[src/rtl/fork_module_pkg.sv]
// Shared definitions for the KPN fork node.
// Holds the channel width and buffer geometry used by every KPN node, plus
// a small helper that names the four push/pop combinations a per-branch
// FIFO can see on one clock edge.
package fork_module_pkg;

    localparam int KPN_DATA_WIDTH    = 16;
    localparam int FORK_DEPTH        = 4;
    localparam int FORK_ADDR_WIDTH   = 2;
    localparam int TOKEN_COUNT_WIDTH = 16;

    // Encoding is {push, pop} so the helper below is a plain cast.
    typedef enum logic [1:0] {
        FIFO_IDLE     = 2'b00,
        FIFO_POP      = 2'b01,
        FIFO_PUSH     = 2'b10,
        FIFO_PUSH_POP = 2'b11
    } fifo_op_e;

    function automatic fifo_op_e fifo_op(input logic push, input logic pop);
        return fifo_op_e'({push, pop});
    endfunction

endpackage

[src/rtl/fork_module_if.sv]
// Valid/ready bundle of the fork node: one producer-side channel (entry_1)
// and two consumer-side channels (output_1, output_2).
//   master : the environment (producer + both consumers)
//   slave  : the fork node itself
interface fork_module_if
    import fork_module_pkg::*;
#(
    parameter int DATA_WIDTH = KPN_DATA_WIDTH
);

    logic [DATA_WIDTH-1:0] entry_1;
    logic                  entry_1_valid;
    logic                  entry_1_ready;

    logic [DATA_WIDTH-1:0] output_1;
    logic                  output_1_valid;
    logic                  output_1_ready;

    logic [DATA_WIDTH-1:0] output_2;
    logic                  output_2_valid;
    logic                  output_2_ready;

    modport master (
        output entry_1, entry_1_valid, output_1_ready, output_2_ready,
        input  entry_1_ready, output_1, output_1_valid, output_2, output_2_valid
    );

    modport slave (
        input  entry_1, entry_1_valid, output_1_ready, output_2_ready,
        output entry_1_ready, output_1, output_1_valid, output_2, output_2_valid
    );

endinterface

[src/rtl/fork_module_channel_fifo.sv]
// fork_channel_fifo: one branch buffer of the fork node.
// DEPTH x DATA_WIDTH first-word-fall-through FIFO; the head token is visible
// on head_data whenever head_valid is high, and reads as zero when empty.
// Ports:
//   clk, reset_n   clock and asynchronous active-low reset
//   push           write push_data this edge (ignored when full)
//   push_data      token to store
//   pop_ready      consumer takes the head token (ignored when empty)
//   head_data      current head token, 0 when empty
//   head_valid     FIFO non-empty
//   full           FIFO holds DEPTH tokens
module fork_channel_fifo
    import fork_module_pkg::*;
#(
    parameter int DATA_WIDTH = KPN_DATA_WIDTH,
    parameter int DEPTH      = FORK_DEPTH,
    parameter int ADDR_WIDTH = FORK_ADDR_WIDTH
) (
    input  logic                  clk,
    input  logic                  reset_n,
    input  logic                  push,
    input  logic [DATA_WIDTH-1:0] push_data,
    input  logic                  pop_ready,
    output logic [DATA_WIDTH-1:0] head_data,
    output logic                  head_valid,
    output logic                  full
);

    logic [DATA_WIDTH-1:0] mem [DEPTH];
    logic [ADDR_WIDTH-1:0] wr_ptr;
    logic [ADDR_WIDTH-1:0] rd_ptr;
    logic [ADDR_WIDTH:0]   count;
    logic                  write_en;
    logic                  pop;

    assign head_valid = (count != '0);
    assign full       = (count == (ADDR_WIDTH + 1)'(DEPTH));
    assign write_en   = push && !full;
    assign pop        = head_valid && pop_ready;

    // Head is masked to zero when empty so stale storage never leaks out.
    assign head_data  = head_valid ? mem[rd_ptr] : '0;

    // Storage needs no reset: an entry is only observable once count
    // covers it, and a reset clears count.
    always_ff @(posedge clk) begin
        if (write_en) begin
            mem[wr_ptr] <= push_data;
        end
    end

    // Pointers wrap naturally because DEPTH is exactly 2**ADDR_WIDTH.
    // A simultaneous push and pop moves both pointers and leaves count alone.
    always_ff @(posedge clk or negedge reset_n) begin
        if (!reset_n) begin
            wr_ptr <= '0;
            rd_ptr <= '0;
            count  <= '0;
        end else begin
            case (fifo_op(write_en, pop))
                FIFO_PUSH: begin
                    wr_ptr <= wr_ptr + ADDR_WIDTH'(1);
                    count  <= count + (ADDR_WIDTH + 1)'(1);
                end
                FIFO_POP: begin
                    rd_ptr <= rd_ptr + ADDR_WIDTH'(1);
                    count  <= count - (ADDR_WIDTH + 1)'(1);
                end
                FIFO_PUSH_POP: begin
                    wr_ptr <= wr_ptr + ADDR_WIDTH'(1);
                    rd_ptr <= rd_ptr + ADDR_WIDTH'(1);
                end
                default: begin
                end
            endcase
        end
    end

endmodule

[src/rtl/fork_module.sv]
// fork_module: KPN fork node. Every accepted entry_1 token is copied, in
// order, into two independent branch FIFOs so one stalled consumer only
// blocks the producer once its own buffer is full.
// Ports:
//   clk, reset_n    clock and asynchronous active-low reset
//   bus (slave)     entry_1 / output_1 / output_2 valid-ready channels
//   tokens_forked   count of accepted input tokens, wraps modulo 2**16
module fork_module
    import fork_module_pkg::*;
#(
    parameter int DATA_WIDTH = KPN_DATA_WIDTH,
    parameter int DEPTH      = FORK_DEPTH,
    parameter int ADDR_WIDTH = FORK_ADDR_WIDTH
) (
    input  logic                         clk,
    input  logic                         reset_n,
    fork_module_if.slave                 bus,
    output logic [TOKEN_COUNT_WIDTH-1:0] tokens_forked
);

    logic full_1;
    logic full_2;
    logic push;

    // Ready depends only on the registered FIFO counts, never on the
    // consumers' ready inputs. reset_n gates it so the producer sees
    // not-ready for the whole time reset is held.
    assign bus.entry_1_ready = reset_n && !full_1 && !full_2;
    assign push              = bus.entry_1_valid && bus.entry_1_ready;

    fork_channel_fifo #(
        .DATA_WIDTH (DATA_WIDTH),
        .DEPTH      (DEPTH),
        .ADDR_WIDTH (ADDR_WIDTH)
    ) u_branch_1 (
        .clk        (clk),
        .reset_n    (reset_n),
        .push       (push),
        .push_data  (bus.entry_1),
        .pop_ready  (bus.output_1_ready),
        .head_data  (bus.output_1),
        .head_valid (bus.output_1_valid),
        .full       (full_1)
    );

    fork_channel_fifo #(
        .DATA_WIDTH (DATA_WIDTH),
        .DEPTH      (DEPTH),
        .ADDR_WIDTH (ADDR_WIDTH)
    ) u_branch_2 (
        .clk        (clk),
        .reset_n    (reset_n),
        .push       (push),
        .push_data  (bus.entry_1),
        .pop_ready  (bus.output_2_ready),
        .head_data  (bus.output_2),
        .head_valid (bus.output_2_valid),
        .full       (full_2)
    );

    // Counts accepted tokens; relies on natural 16-bit wrap.
    always_ff @(posedge clk or negedge reset_n) begin
        if (!reset_n) begin
            tokens_forked <= '0;
        end else if (push) begin
            tokens_forked <= tokens_forked + TOKEN_COUNT_WIDTH'(1);
        end
    end

endmodule

[src/flat_wrapper.sv]
// flat-port wrapper written by rule: the top's interface ports become plain ports
module fork_module_flat import fork_module_pkg::*;
#(
    parameter int DATA_WIDTH = KPN_DATA_WIDTH,
    parameter int DEPTH      = FORK_DEPTH,
    parameter int ADDR_WIDTH = FORK_ADDR_WIDTH
)
  (clk, reset_n, tokens_forked, bus_entry_1, bus_entry_1_valid, bus_output_1_ready, bus_output_2_ready, bus_entry_1_ready, bus_output_1, bus_output_1_valid, bus_output_2, bus_output_2_valid);
  fork_module_if #(.DATA_WIDTH(DATA_WIDTH)) bus_i ();
  input  logic clk;
  input  logic reset_n;
  output logic [TOKEN_COUNT_WIDTH-1:0] tokens_forked;
  input wire logic [$bits(bus_i.entry_1)-1:0] bus_entry_1;
  input wire logic [$bits(bus_i.entry_1_valid)-1:0] bus_entry_1_valid;
  input wire logic [$bits(bus_i.output_1_ready)-1:0] bus_output_1_ready;
  input wire logic [$bits(bus_i.output_2_ready)-1:0] bus_output_2_ready;
  output wire logic [$bits(bus_i.entry_1_ready)-1:0] bus_entry_1_ready;
  output wire logic [$bits(bus_i.output_1)-1:0] bus_output_1;
  output wire logic [$bits(bus_i.output_1_valid)-1:0] bus_output_1_valid;
  output wire logic [$bits(bus_i.output_2)-1:0] bus_output_2;
  output wire logic [$bits(bus_i.output_2_valid)-1:0] bus_output_2_valid;
  assign bus_i.entry_1 = bus_entry_1;
  assign bus_i.entry_1_valid = bus_entry_1_valid;
  assign bus_i.output_1_ready = bus_output_1_ready;
  assign bus_i.output_2_ready = bus_output_2_ready;
  assign bus_entry_1_ready = bus_i.entry_1_ready;
  assign bus_output_1 = bus_i.output_1;
  assign bus_output_1_valid = bus_i.output_1_valid;
  assign bus_output_2 = bus_i.output_2;
  assign bus_output_2_valid = bus_i.output_2_valid;
  fork_module #(.DATA_WIDTH(DATA_WIDTH), .DEPTH(DEPTH), .ADDR_WIDTH(ADDR_WIDTH)) u_core (.clk(clk), .reset_n(reset_n), .bus(bus_i), .tokens_forked(tokens_forked));
endmodule
[config.mk]
export PLATFORM = sky130hd
export DESIGN_NAME = fork_module_flat
export DESIGN_NICKNAME = d
export VERILOG_FILES = /design/src/rtl/fork_module_pkg.sv /design/src/rtl/fork_module_if.sv /design/src/rtl/fork_module_channel_fifo.sv /design/src/rtl/fork_module.sv /design/src/flat_wrapper.sv
export SDC_FILE = /design/constraint.sdc
export NUM_CORES = 1
export LEC_CHECK = 0
export BUFFER_PORTS_ARGS = -buffer_cell sky130_fd_sc_hd__buf_2
export CORE_MARGIN = 5
export CORE_UTILIZATION = 35
export CTS_CLUSTER_DIAMETER = 50
export CTS_CLUSTER_SIZE = 10
export DETAILED_ROUTE_END_ITERATION = 16
export PLACE_DENSITY = 0.53
export SLEW_MARGIN = 5
export SYNTH_ARGS = -nofsm -noshare
export SYNTH_HDL_FRONTEND = slang
export SYNTH_SLANG_ARGS = --single-unit
[constraint.sdc]
create_clock -name clk -period 5.7 [get_ports clk]
set_input_delay 0.855 -clock clk [delete_from_list [all_inputs] [get_ports clk]]
set_output_delay 0.855 -clock clk [all_outputs]
set_load 0.01 [all_outputs]
==> results.yml <==
critical_path:
  r2r_slack_ns: 3.25
  path_max_fanout: 10
  start_kind: "register"
  cp_slowest_cell: "dfrtp_1"
  cp-startpoint: "u_core.u_branch_2.rd_ptr[0]$_DFFE_PN0P_"
  end_kind: "primary output"
  r2r-start: "u_core.u_branch_2.count[0]$_DFFE_PN0P_"
  path_class: "reg -> out"
  critPathArrivalTime_ns: 2.27
  slowest_delay_ns: 0.66
  cp.required_ns: 4.85
  worstPathCellList: "buf_4 > mux4_2 > and2_1 > buf_2"
sta:
  finalMaxSlewViolations: 0
  fin_tns_setup_ns: 0
  timing.final.crit_share: 0.549
  worstMarginPinSlew_ns: 0.861
  fmax_mhz: 320
  setup_viol: 0
  hold_violations: 0
  fin_skew_ns: 0.00716
  rsz0062_at_grt: "no"
  fin_hold_ws_ns: 0.475
  min_period_ns: 3.13
  relSlewSlack: 0.426
layout:
  n_fill_cell: 1646
  final_common_cell: "edfxtp_1"
  antennaDiodeCount: 0
  final_cell_mix: "128 x edfxtp_1, 71 x buf_2, 34 x and2_1"
  fin_nets: 465
  syn_to_final_growth_pct: 17.4
  layout.cells.non_filler: 676
  drive_gt1_frac: 0.360
clock_tree:
  post_cts_buffers: 0
  clk_latency_ns: 0.42
  cts_buffers: 17
  cts.sinks: 158
  cts_resized: 0
  cts_tree: "built"
  cts_hold_buf: 0
  root_buffer: "clkbuf_16"
  clockBufferDepth: 2
  clkSlewWorstSetupHoldPaths_ns: 0.06
  cts-htree-levels: 4
status:
  status: "finished, final reports clean"
global_routing:
  grt_pass1_wl_um: 19900
  grt_overflow: 0
  grt_pass1_vias: 3441
  grt_antenna_before_repair: 0
  grt_max_degree: 38
  grt.total_usage: 0.124
place:
  gp_congestion: 0.704
  dp_hpwl_um: 8360
  io_buffers: 71
  dp.cells: 644
pwr:
  p_comb_frac: 0.301
  pwr-share-seq: 0.417
  p_per_area_nw_per_um2: 495
  ir_drop_mv: 0.239
  clockPowerShare: 0.282
  power.total_mw: 3.82
  sw_frac_of_total: 0.313
  power_switching_mw: 1.20
  p_int_mw: 2.62
  leakage_nw: 2.84
floorplan:
  die_h_um: 147
  start_util: 0.353
  die_area_um2: 21600
  num_rows: 50
  core_region_area_um2: 18600
  io_pins: 72
  die_x_um: 147
routing:
  wl_per_cell_um: 18.6
  drt_iter0_drc: 155
  totalWireLength_um: 12600
  drtPass1Iterations: 4
  routed_via_density: 4.73
  vias: 3195
  ant_nets: 0
  drc: 0
synth:
  netlist_area_um2: 6570
  netlist.area_leader.share: 0.585
  ys_seq_area_frac: 0.700
  yosys-top-cells-area: "edfxtp_1 59%, dfrtp_1 11%, mux4_2 11%"
  syn_inst: 349
  ys_seq_elements: 158
  avgSynthCellArea_um2: 18.8
  ys_types: 36
  synth_nets: 385
  yosys_warnings: 0
  yosysTopAreaCell: "edfxtp_1"
worst_hold_path:
  worstHoldPathType: "in -> async"
job:
  maxCapViolCount: 0
-- through the flow --
step	util	area (um2)	setup slack, ns
final	0.415	7710	2.57
after CTS	0.415	7710	2.46
after floorplan	-	6570	3.50
after global routing	0.415	7710	2.36
after global placement	0.385	7150	2.92
after detailed placement	0.385	7150	2.92
-- metal layers --
layer	wire (um)	global-route usage	up-vias	share of wire
met1	5730	0.160	1636	0.45
met2	6230	0.201	54	0.49
met4	218	0.0489	0	0.017
li1	-	-	1488	-
met5	0	0	-	0
met3	426	0.0324	17	0.034
-- Yosys cell counts --
cell and number:
edfxtp_1 128, and2_1 34, mux4_2 32, dfrtp_1 30, xnor2_1 18, ha_1 13
inv_1 12, and2_4 8, nand2_1 8, nand3_1 8, xor2_1 8, buf_2 5
nand4_1 5, nor2_1 5, buf_6 4, and3_1 3, clkbuf_1 3, fa_1 2
mux2_2 2, nor3_1 2, nor3b_4 2, nor4_4 2, or3_1 2, and4_1 1
buf_4 1, inv_4 1, mux2_4 1, mux2i_1 1, nand2_2 1, nand3_4 1
nand4_4 1, nor2_4 1, nor4_2 1, o21ai_0 1, or2_4 1, xnor2_2 1
-- cell type report --
| cell class | instances | area (um2) | area share |
|---|---|---|---|
| sequential | 158 | 4590 | 0.596 |
| clock inverter | 14 | 134 | 0.0174 |
| inverter | 13 | 51.3 | 0.00665 |
| tap | 234 | 293 | 0.0380 |
| timing repair buffer | 74 | 378 | 0.0490 |
| multi-input combinational | 165 | 1830 | 0.237 |
| clock buffer | 18 | 429 | 0.0557 |
-- kinds of logic after synthesis --
family,after synthesis,share of synthesized area
flip-flops,158,0.700
AND/OR/NAND/NOR,86,0.0930
multiplexers,36,0.117
XOR/XNOR,27,0.0372
buffers and inverters,26,0.0213
adder cells (fa/ha/maj),15,0.0309
AO/OA/AOI/OAI,1,0.000762
-- sequential cells by signal, summed over array words and instances (netlist names) --
| register | cells |
|---|---|
| u_core.u_branch_1.count | 3 |
| u_core.u_branch_1.rd_ptr | 2 |
| u_core.u_branch_2.mem | 64 |
| u_core.tokens_forked | 16 |
| u_core.u_branch_2.count | 3 |
| u_core.u_branch_2.wr_ptr | 2 |
| u_core.u_branch_1.mem | 64 |
| u_core.u_branch_1.wr_ptr | 2 |
| u_core.u_branch_2.rd_ptr | 2 |
-- critical path, delay by kind of cell (launching register included) --
kind / cells / cell delay [ns]
buf+inv: 2 / 0.48
flops: 1 / 0.66
simple gates: 1 / 0.19
mux: 1 / 0.51
-- final timing paths --
check,end,depth (start not counted)
setup / recovery,bus_output_2[5],4
hold reg to reg,u_core.tokens_forked[15]$_DFFE_PN0N_,1
setup reg to reg,u_core.u_branch_2.count[2]$_DFFE_PN0P_,9
min in group clk,u_core.tokens_forked[15]$_DFFE_PN0N_,1
hold / removal,u_core.tokens_forked[13]$_DFFE_PN0N_,2
max in group asynchronous,u_core.u_branch_1.wr_ptr[1]$_DFFE_PN0P_,2
-- power by group through the flow --
stage | sequential (mW) | combinational (mW) | clock, mW
floorplan | 1.53 | 0.891 | 0
global placement | 1.61 | 1.18 | 0
detailed placement | 1.62 | 1.19 | 0
CTS | 1.60 | 1.19 | 1.11
global route | 1.62 | 1.28 | 1.16
finish | 1.59 | 1.15 | 1.08
(Power assumes the default switching activity.)
